### src/rtl/sensors_pkg.sv
// Shared types and constants for the sensor acquisition front end.
package sensors_pkg;

  // Poller sequencing states.
  typedef enum logic [1:0] {
    StIdle,
    StReq,
    StGap,
    StDone
  } state_e;

  localparam int unsigned NUM_SENSORS = 4;
  localparam int unsigned SENSOR_W    = 8;

  // A reading of 0 means "no reading" to the height-averaging stage.
  localparam logic [SENSOR_W-1:0] INVALID_READING = '0;

endpackage

### src/rtl/req_timer.sv
// Per-sensor request timer: clear/enable counter with a terminal-count flag
// raised on the last cycle a request may stay outstanding.
module req_timer #(
  parameter int unsigned TIMEOUT_CYCLES = 255
) (
  input  logic clk,
  input  logic rst_n,
  input  logic clr_i,
  input  logic en_i,
  output logic tc_o
);

  localparam int unsigned CntW = $clog2(TIMEOUT_CYCLES);

  logic [CntW-1:0] cnt_q, cnt_d;

  // Next count: clear has priority over enable.
  always_comb begin
    cnt_d = cnt_q;
    if (clr_i) begin
      cnt_d = '0;
    end else if (en_i) begin
      cnt_d = cnt_q + CntW'(1);
    end
  end

  // Counter state.
  always_ff @(posedge clk or negedge rst_n) begin
    if (!rst_n) begin
      cnt_q <= '0;
    end else begin
      cnt_q <= cnt_d;
    end
  end

  assign tc_o = (cnt_q == CntW'(TIMEOUT_CYCLES - 1));

endmodule

### src/rtl/sensors_poller.sv
// Polls four distance sensors over a shared req/ack byte bus and publishes
// all readings as one atomic frame with a single-cycle frame_valid pulse.
module sensors_poller
  import sensors_pkg::*;
#(
  parameter int unsigned TIMEOUT_CYCLES = 255,
  parameter int unsigned DATA_W         = SENSOR_W
) (
  input  logic              clk,
  input  logic              rst_n,
  input  logic              start,
  output logic [1:0]        sensor_sel,
  output logic              sensor_req,
  input  logic              sensor_ack,
  input  logic [DATA_W-1:0] sensor_data,
  output logic [DATA_W-1:0] sensor1,
  output logic [DATA_W-1:0] sensor2,
  output logic [DATA_W-1:0] sensor3,
  output logic [DATA_W-1:0] sensor4,
  output logic [3:0]        err_mask,
  output logic              frame_valid,
  output logic              busy
);

  localparam logic [1:0] LastSel = 2'(NUM_SENSORS - 1);

  state_e            state_q;
  logic [1:0]        sel_q;
  logic              req_q;
  logic              busy_q;
  logic              fv_q;
  logic [3:0]        err_mask_q;
  // Only the first three readings need shadowing; the last goes straight out.
  logic [DATA_W-1:0] shadow_q [NUM_SENSORS-1];
  logic [NUM_SENSORS-2:0] err_q;
  logic [DATA_W-1:0] frame_q  [NUM_SENSORS];

  logic              tc;
  logic              timer_clr;
  logic              timer_en;
  logic              resp;
  logic [DATA_W-1:0] reading;

  // Timer runs only while a request is outstanding and is cleared otherwise.
  always_comb begin
    timer_clr = (state_q != StReq);
    timer_en  = (state_q == StReq) && !sensor_ack && !tc;
    resp      = sensor_ack || tc;
    reading   = sensor_ack ? sensor_data : DATA_W'(INVALID_READING);
  end

  req_timer #(
    .TIMEOUT_CYCLES (TIMEOUT_CYCLES)
  ) u_req_timer (
    .clk   (clk),
    .rst_n (rst_n),
    .clr_i (timer_clr),
    .en_i  (timer_en),
    .tc_o  (tc)
  );

  // Polling FSM with registered bus and frame outputs.
  always_ff @(posedge clk or negedge rst_n) begin
    if (!rst_n) begin
      state_q    <= StIdle;
      sel_q      <= '0;
      req_q      <= 1'b0;
      busy_q     <= 1'b0;
      fv_q       <= 1'b0;
      err_q      <= '0;
      err_mask_q <= '0;
      for (int i = 0; i < NUM_SENSORS - 1; i++) shadow_q[i] <= '0;
      for (int i = 0; i < NUM_SENSORS; i++) frame_q[i] <= '0;
    end else begin
      fv_q <= 1'b0;
      unique case (state_q)
        StIdle: begin
          if (start) begin
            sel_q   <= '0;
            req_q   <= 1'b1;
            busy_q  <= 1'b1;
            state_q <= StReq;
          end
        end
        StReq: begin
          // An ack on the terminal-count cycle wins over the timeout.
          if (resp) begin
            req_q <= 1'b0;
            if (sel_q == LastSel) begin
              // Whole frame updates on one edge so consumers never see a mix.
              for (int i = 0; i < NUM_SENSORS - 1; i++) frame_q[i] <= shadow_q[i];
              frame_q[NUM_SENSORS-1] <= reading;
              err_mask_q             <= {~sensor_ack, err_q};
              fv_q                   <= 1'b1;
              state_q                <= StDone;
            end else begin
              shadow_q[sel_q] <= reading;
              err_q[sel_q]    <= ~sensor_ack;
              sel_q           <= sel_q + 2'd1;
              state_q         <= StGap;
            end
          end
        end
        StGap: begin
          // One idle cycle so every request is a fresh rising edge.
          req_q   <= 1'b1;
          state_q <= StReq;
        end
        StDone: begin
          busy_q  <= 1'b0;
          sel_q   <= '0;
          state_q <= StIdle;
        end
        default: state_q <= StIdle;
      endcase
    end
  end

  assign sensor_sel  = sel_q;
  assign sensor_req  = req_q;
  assign busy        = busy_q;
  assign frame_valid = fv_q;
  assign err_mask    = err_mask_q;
  assign sensor1     = frame_q[0];
  assign sensor2     = frame_q[1];
  assign sensor3     = frame_q[2];
  assign sensor4     = frame_q[3];

endmodule

### config.mk
export PLATFORM = sky130hd
export DESIGN_NAME = sensors_poller
export DESIGN_NICKNAME = d
export VERILOG_FILES = /design/src/rtl/sensors_pkg.sv /design/src/rtl/req_timer.sv /design/src/rtl/sensors_poller.sv
export SDC_FILE = /design/constraint.sdc
export NUM_CORES = 1
export LEC_CHECK = 0
export ABC_AREA = 1
export BUFFER_PORTS_ARGS = -buffer_cell sky130_fd_sc_hd__buf_2
export CELL_PAD_IN_SITES_DETAIL_PLACEMENT = 0
export CELL_PAD_IN_SITES_GLOBAL_PLACEMENT = 1
export CORE_ASPECT_RATIO = 1.2
export CORE_MARGIN = 2
export CORE_UTILIZATION = 44
export CTS_BUF_LIST = sky130_fd_sc_hd__clkbuf_8
export CTS_CLUSTER_SIZE = 20
export DETAILED_ROUTE_END_ITERATION = 16
export MAX_ROUTING_LAYER = met4
export PLACE_DENSITY_LB_ADDON = 0.1
export SLEW_MARGIN = 10
export SYNTH_ARGS = -nofsm -noshare
export SYNTH_HDL_FRONTEND = slang
export SYNTH_SLANG_ARGS = --single-unit
### constraint.sdc
create_clock -name clk -period 2 [get_ports clk]
set_clock_uncertainty 0.05 [all_clocks]
set_input_delay 0.3 -clock clk [delete_from_list [all_inputs] [get_ports clk]]
set_output_delay 0.3 -clock clk [all_outputs]
set_load 0.005 [all_outputs]
Word-level counts from Yosys, hierarchy flattened --
Cells that the tools add are included.
Storage, ports and cells: input port bits 12, bits in registers 78, word-level logic and storage cells 75, output and inout bits 41
Cells by class: reductions and logical operators 18, multiplexer cells 24, equal/unequal tests 9, magnitude comparators 4, $add $sub $neg 2, bitwise gates (word level) 3
Operators with widths (number):
- 8-bit two-way mux | 4
- 24-bit bitwise mux | 1
- 8-bit demux with 2-bit select | 1
- 2-bit two-way mux | 5
- 3-bit AND reduction | 3
- 8-bit by 1-bit adder with 8-bit output (second input constant) | 1
- 8-bit equality test (second input constant) | 1
- 2-bit case mux with 4 select lines | 1
- 1-bit two-way mux | 7
- 2-bit equality test (second input constant) | 3
- 2-bit inequality test (second input constant) | 3
- 2-bit case mux with 3 select lines | 1
- 3-bit nonzero test | 2
- 1-bit logical AND | 4
- 2-bit AND reduction | 2
- 4-bit AND reduction | 1
- 2-bit nonzero test | 2
- 3-bit bitwise mux | 1
- 3-bit >= comparator (second input constant) | 1
- 2-bit by 3-bit less-than comparator with 1-bit output (second input constant) | 1
- 3-bit by 1-bit less-than comparator with 1-bit output (second input constant) | 1
- 2-bit inverter with 3-bit output | 1
- 1-bit case mux with 3 select lines | 1
- 2-bit by 1-bit adder with 2-bit output (second input constant) | 1
- 9 further kinds | 11

Depth between registers and ports, before layout --
depth in word-level cells 6, mapped depth 12, mapped depth without buffers 10

By module --
Synthesis repeated with hierarchy kept, for this count alone.
Second synthesis, totals: cell total of the unflattened synthesis 357, area, all modules 3380.7 um^2
Modules (own cells, without submodules):
- sensors_poller | instances 1, seq. area each 1751.7 um^2, cells each 298, area each 2914.0 um^2
- req_timer | instances 1, seq. area each 200.2 um^2, cells each 59, area each 466.7 um^2

Worst setup path before layout --
OpenSTA, ideal clock, no wires.
path kind flip-flop to flip-flop, start point register u_req_timer.cnt_q[0], end point register frame_q, in the netlist sensor1[2], slack 0.395 ns, path buffers 2, period minus slack after synthesis 1.605 ns, data required time 1.829 ns, stages on the path, launching flop included 12, setup time 0.121 ns, data arrival time 1.435 ns, cells stage by stage dfrtp_1 -> inv_1 -> ha_1 -> inv_1 -> nor2_1 -> nand2_4 -> nand2_4 -> nand2_4 -> buf_6 -> buf_6 -> o21ai_1 -> nand2_1
Between the ends: cells in the longest elaborated chain, start to end 3
Ends and longest elaborated chain:
- from (decl) | line req_timer.sv:15 | logic [CntW-1:0] cnt_q, cnt_d;
- from (signal assigned) | line req_timer.sv:32 | cnt_q <= cnt_d;
- 8-bit equality test | line req_timer.sv:36 | assign tc_o = (cnt_q == CntW'(TIMEOUT_CYCLES - 1));
- 1-bit logical OR | line sensors_poller.sv:48 | resp = sensor_ack || tc;
- 3-bit AND reduction (no source line)
- to (signal, indexed assignment) | line sensors_poller.sv:92 | frame_q[NUM_SENSORS-1] <= reading;
- to (decl) | line sensors_poller.sv:36 | logic [DATA_W-1:0] frame_q [NUM_SENSORS];
Every way passes these cells. A chain may end at the register's enable or synchronous reset.

Worst setup path in the final report --
start point register u_req_timer.cnt_q[0], end point register frame_q, in the netlist sensor3[6]
The elaborated chain is that of the path after synthesis.

==> impl_metrics.env <==
export IMPL_cts_made_buffers=9
export IMPL_power_mw=4.667
export IMPL_ys_seq_elements=78
export IMPL_timing_setup_critical_path_class="register to register"
export IMPL_worstReg2RegStart="u_req_timer.cnt_q[0]$_DFFE_PN0P_"
export IMPL_run_status="finished, final reports clean"
export IMPL_insertedDiodeCount=0
export IMPL_layout_setup_ws_ps=242.5
export IMPL_worst_slew_pin_slew_ps=361.7
export IMPL_async_flop_share_pct=100.0
export IMPL_gp_congestion=0.7599
export IMPL_synth_top_area_cell="sky130_fd_sc_hd__dfrtp_1"
export IMPL_seq_area_frac_synth_pct=55.89
export IMPL_multi_input_comb_area_mm2=0.001330
export IMPL_worstSetupEndpointType="register"
export IMPL_count_of_fill_cells_added_during_filler_insertion=771
export IMPL_p_leak_nw=2.349
export IMPL_maximum_fanout_encountered_on_the_critical_timing_path=24
export IMPL_post_cts_buffers=0
export IMPL_setup_viol=0
export IMPL_grt_pass1_vias=2755
export IMPL_critical_path_required_ps=2190
export IMPL_crit_path_max_incr_delay_ps=410
export IMPL_synth_enable_flop_cells=0
export IMPL_layout_cells_most_common_list="148 x sky130_fd_sc_hd__nand2_1, 78 x sky130_fd_sc_hd__dfrtp_1, 51 x sky130_fd_sc_hd__buf_2"
export IMPL_ff2ff_path_depth=10
export IMPL_groute_usage_overall_pct=20.96
export IMPL_drc=0
export IMPL_path_clk_slew_ps=80
export IMPL_end_point_of_the_worst_hold_path="sensor_req$_DFFE_PN0P_"
export IMPL_detail_route_vias_per_cell=5.079
export IMPL_dpl_hpwl_um=5551
export IMPL_dr_total_vias=2778
export IMPL_synth_ff_type="sky130_fd_sc_hd__dfrtp_1"
export IMPL_design_portCount=53
export IMPL_rr_endpoint="sensor3[6]$_DFFE_PN0P_"
export IMPL_detail_route_wirelength_um=8075
export IMPL_cell_with_the_biggest_individual_delay_on_the_critical_path="sky130_fd_sc_hd__dfrtp_1"
export IMPL_clock_sinks=78
export IMPL_max_clock_freq_mhz=569.0
export IMPL_mappedNetlistArea_mm2=0.003492
export IMPL_drive_gt1_share_pct=22.86
export IMPL_detailed_place_area_mm2=0.003908
export IMPL_postRouteAntennaNets=0
export IMPL_drt_pass1_iter_count=4
export IMPL_max_vdd_ir_drop_mv=0.6516
export IMPL_max_slew_margin_pct=75.89
export IMPL_synth_top_cells_by_area="sky130_fd_sc_hd__dfrtp_1 56%, sky130_fd_sc_hd__nand2_1 16%, sky130_fd_sc_hd__nand4_1 5.7%"
export IMPL_synth_yosys_warnings=0
export IMPL_reg2reg_slack_ps=240
export IMPL_grt_start_max_net_pins=54
export IMPL_route_detailed_wl_per_inst_um=14.76
export IMPL_area_delta_synth_final_pct=17.91
export IMPL_die_height_um=101.6
export IMPL_syn_inst=390
export IMPL_coreArea_mm2=0.007707
export IMPL_crit_path_start_kind="register"
export IMPL_timing_final_max_slew_violations=0
export IMPL_ctsRootBufferMaster="sky130_fd_sc_hd__clkbuf_8"
export IMPL_synth_avg_cell_area_um2=8.954
export IMPL_drt_iter0_drc=105
export IMPL_placementRows=35
export IMPL_initial_antenna_violation_count=0
export IMPL_nets=468
export IMPL_final_seq_area_mm2=0.001952
export IMPL_clk_path_buf_depth=2
export IMPL_dieWidth_um=85.33
export IMPL_worstHoldPathType="primary input to register"
export IMPL_finalHoldViolCount=0
export IMPL_hold_depth=3
export IMPL_initial_core_util_pct=45.31
export IMPL_period_share_pct=87.87
export IMPL_mappedNetlistNets=408
export IMPL_synth_top_cell_area_share_pct=55.89
export IMPL_clock_latency_ps=340
export IMPL_floorplan_die_area_mm2=0.008668
export IMPL_post_route_util_pct=53.43
export IMPL_period_minus_slack_ps=1757
export IMPL_cp_data_arrival_time_ps=1950
export IMPL_tritoncts_clock_tree="yes"
export IMPL_maxCapViolations=0
export IMPL_hold_path_startpoint="start"
export IMPL_path_cells="inv_1 > ha_1 > inv_1 > nor2_1 > nand2_4 > nand2_4 > nand2_8 > buf_12 > o21ai_0 > nand2_1"
export IMPL_grt_pass1_wl_um=13700
export IMPL_unrepaired_setup_endpoints_after_global_routing="false"
export IMPL_htree_num_levels=3
export IMPL_synthDistinctLibCells=25
export IMPL_gr_total_overflow=0
export IMPL_power_density_cell_area_mw_per_mm2=1133
export IMPL_post_route_cell_area_mm2=0.004118
export IMPL_count_of_buffers_inserted_at_the_top_level_ports=52
export IMPL_tns_ps=0
export IMPL_layout_cells_most_common="sky130_fd_sc_hd__nand2_1"
export IMPL_placement_setup_worst_slack_ps=175.4
metal layers:
metal | GRT usage [%] | wire, um
met5 | - | 0
met4 | 7.326 | 112
met3 | 4.645 | 345
met2 | 31.97 | 3720
met1 | 27.76 | 3898
cells by family (layout without fill, tap and decap cells):
logic type | count (synthesis) | after routing | share of synthesized area, %
adder cells (fa/ha/maj) | 6 | 6 | 2.150
AO/OA/AOI/OAI | 48 | 48 | 7.345
buffers and inverters | 42 | 107 | 6.270
AND/OR/NAND/NOR | 212 | 212 | 27.34
XOR/XNOR | 4 | 4 | 1.003
flip-flops | 78 | 78 | 55.89
flip-flops by register name, summed over array words and instances, names as in the netlist, 3 cells and up:
name,count
err_mask,4
err_q,3
sensor1,8
sensor2,8
sensor3,8
sensor4,8
shadow_q,24
u_req_timer.cnt_q,8
worst max-delay path by stage:
stage	from	to
after floorplan	u_req_timer.cnt_q[0]$_DFFE_PN0P_	sensor1[2]$_DFFE_PN0P_
after global placement	u_req_timer.cnt_q[0]$_DFFE_PN0P_	sensor2[1]$_DFFE_PN0P_
after detailed placement	u_req_timer.cnt_q[0]$_DFFE_PN0P_	sensor3[6]$_DFFE_PN0P_
after CTS	u_req_timer.cnt_q[0]$_DFFE_PN0P_	sensor3[6]$_DFFE_PN0P_
after global routing	u_req_timer.cnt_q[0]$_DFFE_PN0P_	sensor2[2]$_DFFE_PN0P_
final	u_req_timer.cnt_q[0]$_DFFE_PN0P_	sensor3[6]$_DFFE_PN0P_
cell usage after synthesis, drive strengths merged (3+ instances only):
| library cell | number |
|---|---|
| buf | 12 |
| clkbuf | 9 |
| dfrtp | 78 |
| ha | 6 |
| inv | 21 |
| nand2 | 162 |
| nand3 | 8 |
| nand4 | 32 |
| nor2 | 9 |
| o21ai | 45 |
| xor2 | 3 |
layout make-up:
type | count | share of cell area, %
multi-input cells | 270 | 32.30
inverters | 21 | 1.914
clock buffers | 9 | 3.008
flip-flops and latches | 78 | 47.40
clock inverters | 7 | 1.641
well taps | 92 | 2.795
repair buffers | 70 | 10.94
metrics by stage:
| step | hold WS (ps) | std cells |
|---|---|---|
| 3_5_place_dp | 192.5 | 530 |
| 6_report | 207.4 | 547 |
| 5_1_grt | 216.7 | 547 |
| 2_1_floorplan | -45.59 | 390 |
| 3_3_place_gp | 192.6 | 530 |
| 4_1_cts | 204.2 | 547 |
where the power goes:
group | internal [mW] | switching, mW
clock | 0.567 | 0.576
combinational | 0.491 | 0.772
sequential | 2.01 | 0.253
timing repair:
action                                 CTS  global route
hold buffers                             1             0
gates resized for setup                  0             1
endpoints found under the hold margin   24             0
setup endpoints to repair                0             1
critical path: cells and delay by family, from the launching register on:
family	cells	cell delay [ps]
AND/OR/NAND/NOR	5	570
adder cells (fa/ha/maj)	1	140
buffers and inverters	3	300
flip-flops	1	410
AO/OA/AOI/OAI	1	170
No activity file was read; power rests on OpenSTA's default activity.
